<file path="src/rtl/riscv_regs_pkg.sv">
// riscv_regs_pkg: shared register-file types and constants.
package riscv_regs_pkg;

    localparam int WORD_W = 32;
    localparam int ADDR_W = 5;
    localparam int unsigned REG_ZERO = 0;

    typedef logic [WORD_W-1:0] word_t;
    typedef logic [ADDR_W-1:0] reg_addr_t;

endpackage

</file>
<file path="src/rtl/riscv_scoreboard.sv">
// riscv_scoreboard: per-register busy bits with flush > issue > write priority
// and a registered popcount of the busy vector.
module riscv_scoreboard
    import riscv_regs_pkg::*;
#(
    parameter int ADDR_LENGTH = 5,
    parameter int NUM_REGS    = 32
)(
    input  logic                   clk,
    input  logic                   rst,
    input  logic                   write_en_i,
    input  logic [ADDR_LENGTH-1:0] write_addr_i,
    input  logic                   issue_en_i,
    input  logic [ADDR_LENGTH-1:0] issue_addr_i,
    input  logic                   flush_i,
    output logic [NUM_REGS-1:0]    busy_o,
    output logic [ADDR_LENGTH:0]   busy_count_o
);

    logic [NUM_REGS-1:0]  busy_q, busy_d;
    logic [ADDR_LENGTH:0] cnt_q, cnt_d;
    logic                 wr_ok, iss_ok;

    assign wr_ok  = write_en_i && 32'(write_addr_i) != REG_ZERO && 32'(write_addr_i) < NUM_REGS;
    assign iss_ok = issue_en_i && 32'(issue_addr_i) != REG_ZERO && 32'(issue_addr_i) < NUM_REGS;

    // Issue is applied after write so a new producer wins on the same register.
    always_comb begin
        busy_d = busy_q;
        if (wr_ok) busy_d[write_addr_i] = 1'b0;
        if (iss_ok) busy_d[issue_addr_i] = 1'b1;
        if (flush_i) busy_d = '0;
        cnt_d = '0;
        for (int i = 1; i < NUM_REGS; i++) cnt_d = cnt_d + {{ADDR_LENGTH{1'b0}}, busy_d[i]};
    end

    always_ff @(posedge clk or posedge rst) begin
        if (rst) begin
            busy_q <= '0;
            cnt_q  <= '0;
        end else begin
            busy_q <= busy_d;
            cnt_q  <= cnt_d;
        end
    end

    assign busy_o       = busy_q;
    assign busy_count_o = cnt_q;

endmodule

</file>
<file path="src/rtl/riscv_regfile_sb.sv">
// riscv_regfile_sb: multi-port register file with x0 hard-wired, debug tap and RAW scoreboard.
// Define RISCV_REGFILE_BYPASS_EN for same-cycle write-through on the read ports.
module riscv_regfile_sb
    import riscv_regs_pkg::*;
#(
    parameter int WORD_LENGTH = 32,
    parameter int ADDR_LENGTH = 5,
    parameter int NUM_REGS    = 32,
    parameter int NUM_READ    = 2,
    parameter int DEBUG_REG   = 3
)(
    input  logic                                 clk,
    input  logic                                 rst,
    input  logic [NUM_READ-1:0][ADDR_LENGTH-1:0] read_addr,
    output logic [NUM_READ-1:0][WORD_LENGTH-1:0] read_data,
    output logic [NUM_READ-1:0]                  read_busy,
    input  logic                                 write_en,
    input  logic [ADDR_LENGTH-1:0]               write_addr,
    input  logic [WORD_LENGTH-1:0]               data,
    input  logic                                 issue_en,
    input  logic [ADDR_LENGTH-1:0]               issue_addr,
    input  logic                                 flush,
    output logic [ADDR_LENGTH:0]                 busy_count,
    output logic [WORD_LENGTH-1:0]               debug_out
);

    logic [WORD_LENGTH-1:0] regs_q [NUM_REGS];
    logic [NUM_REGS-1:0]    busy;
    logic                   wr_ok;

    assign wr_ok = write_en && 32'(write_addr) != REG_ZERO && 32'(write_addr) < NUM_REGS;

    always_ff @(posedge clk or posedge rst) begin
        if (rst) begin
            for (int i = 0; i < NUM_REGS; i++) regs_q[i] <= '0;
        end else if (wr_ok) begin
            regs_q[write_addr] <= data;
        end
    end

    riscv_scoreboard #(
        .ADDR_LENGTH(ADDR_LENGTH),
        .NUM_REGS   (NUM_REGS)
    ) u_sb (
        .clk         (clk),
        .rst         (rst),
        .write_en_i  (write_en),
        .write_addr_i(write_addr),
        .issue_en_i  (issue_en),
        .issue_addr_i(issue_addr),
        .flush_i     (flush),
        .busy_o      (busy),
        .busy_count_o(busy_count)
    );

    for (genvar g = 0; g < NUM_READ; g++) begin : g_rd
        logic in_range, hit;
        assign in_range = 32'(read_addr[g]) < NUM_REGS;
`ifdef RISCV_REGFILE_BYPASS_EN
        // A same-cycle issue is not forwarded: the busy bit appears next cycle.
        assign hit = wr_ok && read_addr[g] == write_addr;
`else
        assign hit = 1'b0;
`endif
        assign read_data[g] = hit ? data : in_range ? regs_q[read_addr[g]] : '0;
        assign read_busy[g] = !hit && in_range && busy[read_addr[g]];
    end

    assign debug_out = regs_q[DEBUG_REG];

endmodule

</file>
<file path="config.mk">
export PLATFORM = sky130hd
export DESIGN_NAME = riscv_regfile_sb
export DESIGN_NICKNAME = d
export VERILOG_FILES = /design/src/rtl/riscv_regs_pkg.sv /design/src/rtl/riscv_scoreboard.sv /design/src/rtl/riscv_regfile_sb.sv
export SDC_FILE = /design/constraint.sdc
export NUM_CORES = 2
export LEC_CHECK = 0
export CORE_UTILIZATION = 40
export CTS_CLUSTER_DIAMETER = 50
export DETAILED_ROUTE_END_ITERATION = 10
export GPL_TIMING_DRIVEN = 0
export PLACE_DENSITY_LB_ADDON = 0.08
export SYNTH_ARGS = -nofsm -noshare
export SYNTH_HDL_FRONTEND = slang
export SYNTH_SLANG_ARGS = --single-unit
</file>
<file path="constraint.sdc">
create_clock -name clk -period 48.1 [get_ports clk]
set_input_delay 4.81 -clock clk [delete_from_list [all_inputs] [get_ports clk]]
set_output_delay 4.81 -clock clk [all_outputs]
set_load 0.03 [all_outputs]
</file>
==> Word level (Yosys, flattened, before mapping) <==
Cells that the tools add are included.
{ "totals": {"reg_bits": 1062, "in_bits": 57, "output_inout_bits": 104, "wordCells": 107} }
{ "classes": {"n_addsub": 30, "n_lt_le_gt_ge": 10, "n_mux": 20, "bitwise_logic": 6, "reduce_logical": 7} }
{ "op_table": {"columns": ["operator", "count"], "rows": [
  ["$bwmux W1024", 1],
  ["$bmux W32 S5", 2],
  ["$mux W32", 8],
  ["$add A6 B1 Y6", 29],
  ["$demux W32 S5", 1],
  ["$and A32 B32 Y32", 1],
  ["$not A32 Y32", 1],
  ["$or A32 B32 Y32", 1],
  ["$lt A5 B6 Y1 const B", 4],
  ["$ge A6 B6 Y1 const B", 3],
  ["$not A5 Y6", 3],
  ["$bmux W1 S5", 2],
  ["$demux W1 S5", 2],
  ["$ge A5 B1 Y1 const B", 2],
  ["$reduce_bool A5 Y1", 2],
  ["$lt A6 B1 Y1 const B", 1],
  ["$logic_and A1 B1 Y1", 5],
  ["$mux W1", 4],
  ["$add A1 B1 Y2", 1]
]} }

==> Logic depth before layout (Yosys ltp) <==
{ "depth": {"ltp_word": 40, "depth_mapped": 23} }

==> By module <==
Synthesis repeated with hierarchy kept, for this count alone.
{ "unflattened": {"cells_unflattened": 4958, "area_unflattened_um2": 59324.4} }
{ "by_module_without_submodules": {"columns": ["mod", "instances", "cells_each", "area_each_um2", "seq_area_each_um2"], "rows": [
  ["riscv_regfile_sb", 1, 4712, 56761.9, 25624.6],
  ["riscv_scoreboard", 1, 246, 2562.5, 950.9]
]} }

==> Worst setup path after synthesis <==
OpenSTA, ideal clock, no wires.
{ "synth_path": {"kind": "input-to-output", "from": "input port read_addr[1] (netlist bit)", "to": "output port read_data[10] (netlist bit)", "t_arrival_ns": 6.209, "path_slack_ns": 37.081, "cell_stages": 8, "path_buffers": 4, "path_cell_list": "buf_2 -> buf_2 -> buf_2 -> buf_4 -> mux2i_1 -> a22oi_1 -> a31oi_1 -> nand3_1"} }
{ "synth_rtl": {"columns": ["element", "line_no", "rtl"], "rows": [
  ["start, declared", "riscv_regfile_sb.sv:14", "input logic [NUM_READ-1:0][ADDR_LENGTH-1:0] read_addr,"],
  ["end, declared", "riscv_regfile_sb.sv:15", "output logic [NUM_READ-1:0][WORD_LENGTH-1:0] read_data,"]
]} }

==> results.cfg <==
[status]
status = finished, violations left
violations = max-capacitance violations, max-slew violations

[drt]
routed_via_density = 6.11
finalWirelength_um = 249000
ant_nets = 0
first_pass_iters = 6
vias = 44810
drc_errors = 0
drt_iter0_drc = 4268
wire_per_inst_um = 34.0

[logic_synthesis]
yosys_warnings = 0
ys_async_sr_fraction = 1.00
synth_area_leader_cell = dfrtp_1
ys_ff_latch = 1062
syn_nets = 5062
yosys-top-cells-area = dfrtp_1 45%, mux2_2 18%, mux2i_1 18%, a22oi_1 2.6%, a22o_1 2.0%
synth_top_family_by_area = multiplexers
synth_ff_type = dfrtp_1
syn_avg_cell_area_um2 = 11.8
synth_cells = 4973
synth_compound_area_frac = 0.0747
synthAdderAreaFrac = 0.00973
synth_top_area_frac = 0.451
ys_seq_area_frac = 0.451
synth_edf_count = 0
synthMuxAreaShare = 0.369
synth_xor_area_frac = 0.000446
yosys.cell_count.top_type = dfrtp_1
synth_common_cells = 1,062 x dfrtp_1, 1,056 x mux2i_1, 965 x mux2_2, 244 x nand2_1, 233 x clkbuf_1
synthesis.area_um2 = 58900
yosys.area_share.simple = 0.0477
synth.distinct_cells = 41

[cts]
cts_tree = yes
cts_resized = 0
cts_setup_buffers = 0
worstSkewPairLatency_ns = 0.80
clk_pin_slew_ns = 0.05
holdBufCountCts = 0
cts_root_buf = clkbuf_16
cts_sinks = 1062
cts_max_path_buffers = 3
htree_levels = 4
cts_buffers = 148

[sta]
hold_violations = 0
finalSetupViolations = 0
max_freq_mhz = 68.9
period_share = 0.302
fin_crit_ns = 14.52
rsz0062_at_grt = false
finClkSkew_ns = 0.0226
tns_ns = 0
worstMarginPinSlew_ns = 1.52
slew_viol_final = 11
max_slew_margin = -0.0157
hold_ws_ns = 0.479

[worst_setup_path]
worstPathRequired_ns = 43.29
crit_start = read_addr[7]
r2r-start = u_sb.busy_o[2]
worstPathArrival_ns = 9.71
r2r-end = u_sb.busy_count_o[4]
crit_type = input pin to output port
reg2reg_depth = 18
setup.worst_path.end_class = output port
startpoint_type = input pin
r2r_slack_ns = 43.01
worstPathMaxFanout = 10

[job]
maxCapViolCount = 1

[final_layout]
final_area_um2 = 68100
area_growth_pct = 15.6
fillers = 13588
layoutNonFillerInstCount = 7329
nNetsFinal = 5380
drive_above_1_share = 0.280

[die]
die-area_um2 = 149000
die_w_um = 386
die_h_um = 386
initial_utilization = 0.404
rows = 140
coreArea_um2 = 146000
top_level_ports = 161

[grt]
grtUsageMet1 = 0.456
grt.met3_usage = 0.0852
grt_use_met2 = 0.497
grt_pass1_wl_um = 346000
globalRouteOverflowTotal = 0
top_usage_layer = met2
antenna_found_initial = 7
grt_pass1_vias = 44588
grt_max_degree = 119
track_usage = 0.332

[power_and_ir_drop]
p_per_area_nw_per_um2 = 42.4
power_mw = 2.89
p_leak_nw = 31.9
peakVddDrop_v = 0.0000394

[worst_hold_path]
whs_path_depth = 1
hp-class = flop to flop
min-delay-start = regs_q[1017]
whs_endpoint = regs_q[1017]

[place]
hpwl_um = 176000
postPlaceCellArea_um2 = 63100
gp_congestion = 0.919
dp.cells = 7056
portBuffers = 156
[worst max-delay path: stages]
cell,delay [ns]
clkdlybuf4s50_1,0.56
nor2_1,0.72
clkbuf_1,1.09
clkbuf_1,1.03
a22oi_1,0.27
nand3_1,0.34
nand3_1,0.18
clkdlybuf4s50_1,0.64
[per-stage QoR]
stage	setup slack (ns)	util
6_report	33.58	0.467
2_1_floorplan	13.40	-
4_1_cts	33.45	0.466
5_1_grt	33.72	0.467
3_3_place_gp	-1.57	0.431
3_5_place_dp	33.46	0.433
[final cells by class]
cell class / count / area, um2 / share of cell area
diodes: 3 / 7.51 / 0.000110
inverters: 43 / 169 / 0.00248
plain buffers: 539 / 2610 / 0.0383
well taps: 1917 / 2400 / 0.0352
repair buffers: 168 / 1870 / 0.0275
clock buffers: 202 / 4250 / 0.0624
flip-flops and latches: 1062 / 26600 / 0.390
multi-input cells: 3329 / 29600 / 0.434
clock inverters: 66 / 681 / 0.00999
[state kept, by name, indices dropped and copies added (netlist names)]
register and cells:
debug_out 32, regs_q 992, u_sb.busy_count_o 6, u_sb.busy_o 32
[logic make-up (layout without fill, tap and decap cells)]
logic type                 after synthesis  in the layout
other                                    0              3
xor gates and xnor gates                 3              3
muxes                                 2048           2048
adders and majority gates               32             32
DFF                                   1062           1062
and+or+nand+nor                        596            596
buffers and inverters                  582           1018
AOI/OAI and AO/OA                      650            650
[cell usage in the layout, fill, tap and decap left out, types with 28 or more instances in the layout]
cell type,Yosys,final
clkbuf_16,0,151
a21oi_1,218,218
a31oi_1,66,66
nand3_1,201,201
a22oi_1,205,205
a22o_1,132,132
buf_1,37,37
mux2_2,965,965
clkbuf_8,0,28
buf_2,184,184
clkbuf_1,233,256
mux2i_1,1056,1056
clkdlybuf4s50_1,0,156
buf_4,76,77
inv_1,43,42
nand2_1,244,244
nor3_1,68,68
dfrtp_1,1062,1062
[how the worst max path moves through the flow]
| stage | to | slack [ns] | cells after the start |
|---|---|---|---|
| 6_report | read_data[53] | 33.58 | 8 |
| 5_1_grt | read_data[21] | 33.72 | 9 |
| 4_1_cts | read_data[21] | 33.45 | 8 |
| 3_5_place_dp | read_data[21] | 33.46 | 8 |
| 3_3_place_gp | regs_q[1010] | -1.57 | 2 |
| 2_1_floorplan | debug_out[0] | 13.40 | 1 |
[where the power goes]
part	switching, mW	internal (mW)
sequential	0.127	1.06
clock	0.447	0.666
combinational	0.307	0.281
[routing by layer]
metal | part of all wire | wire [um] | vias up
li1 | - | - | 18834
met1 | 0.44 | 109000 | 23441
met2 | 0.44 | 109000 | 2006
met3 | 0.082 | 20500 | 527
met4 | 0.043 | 10700 | 2
met5 | 0.000052 | 13 | -
(Power assumes the default switching activity.)
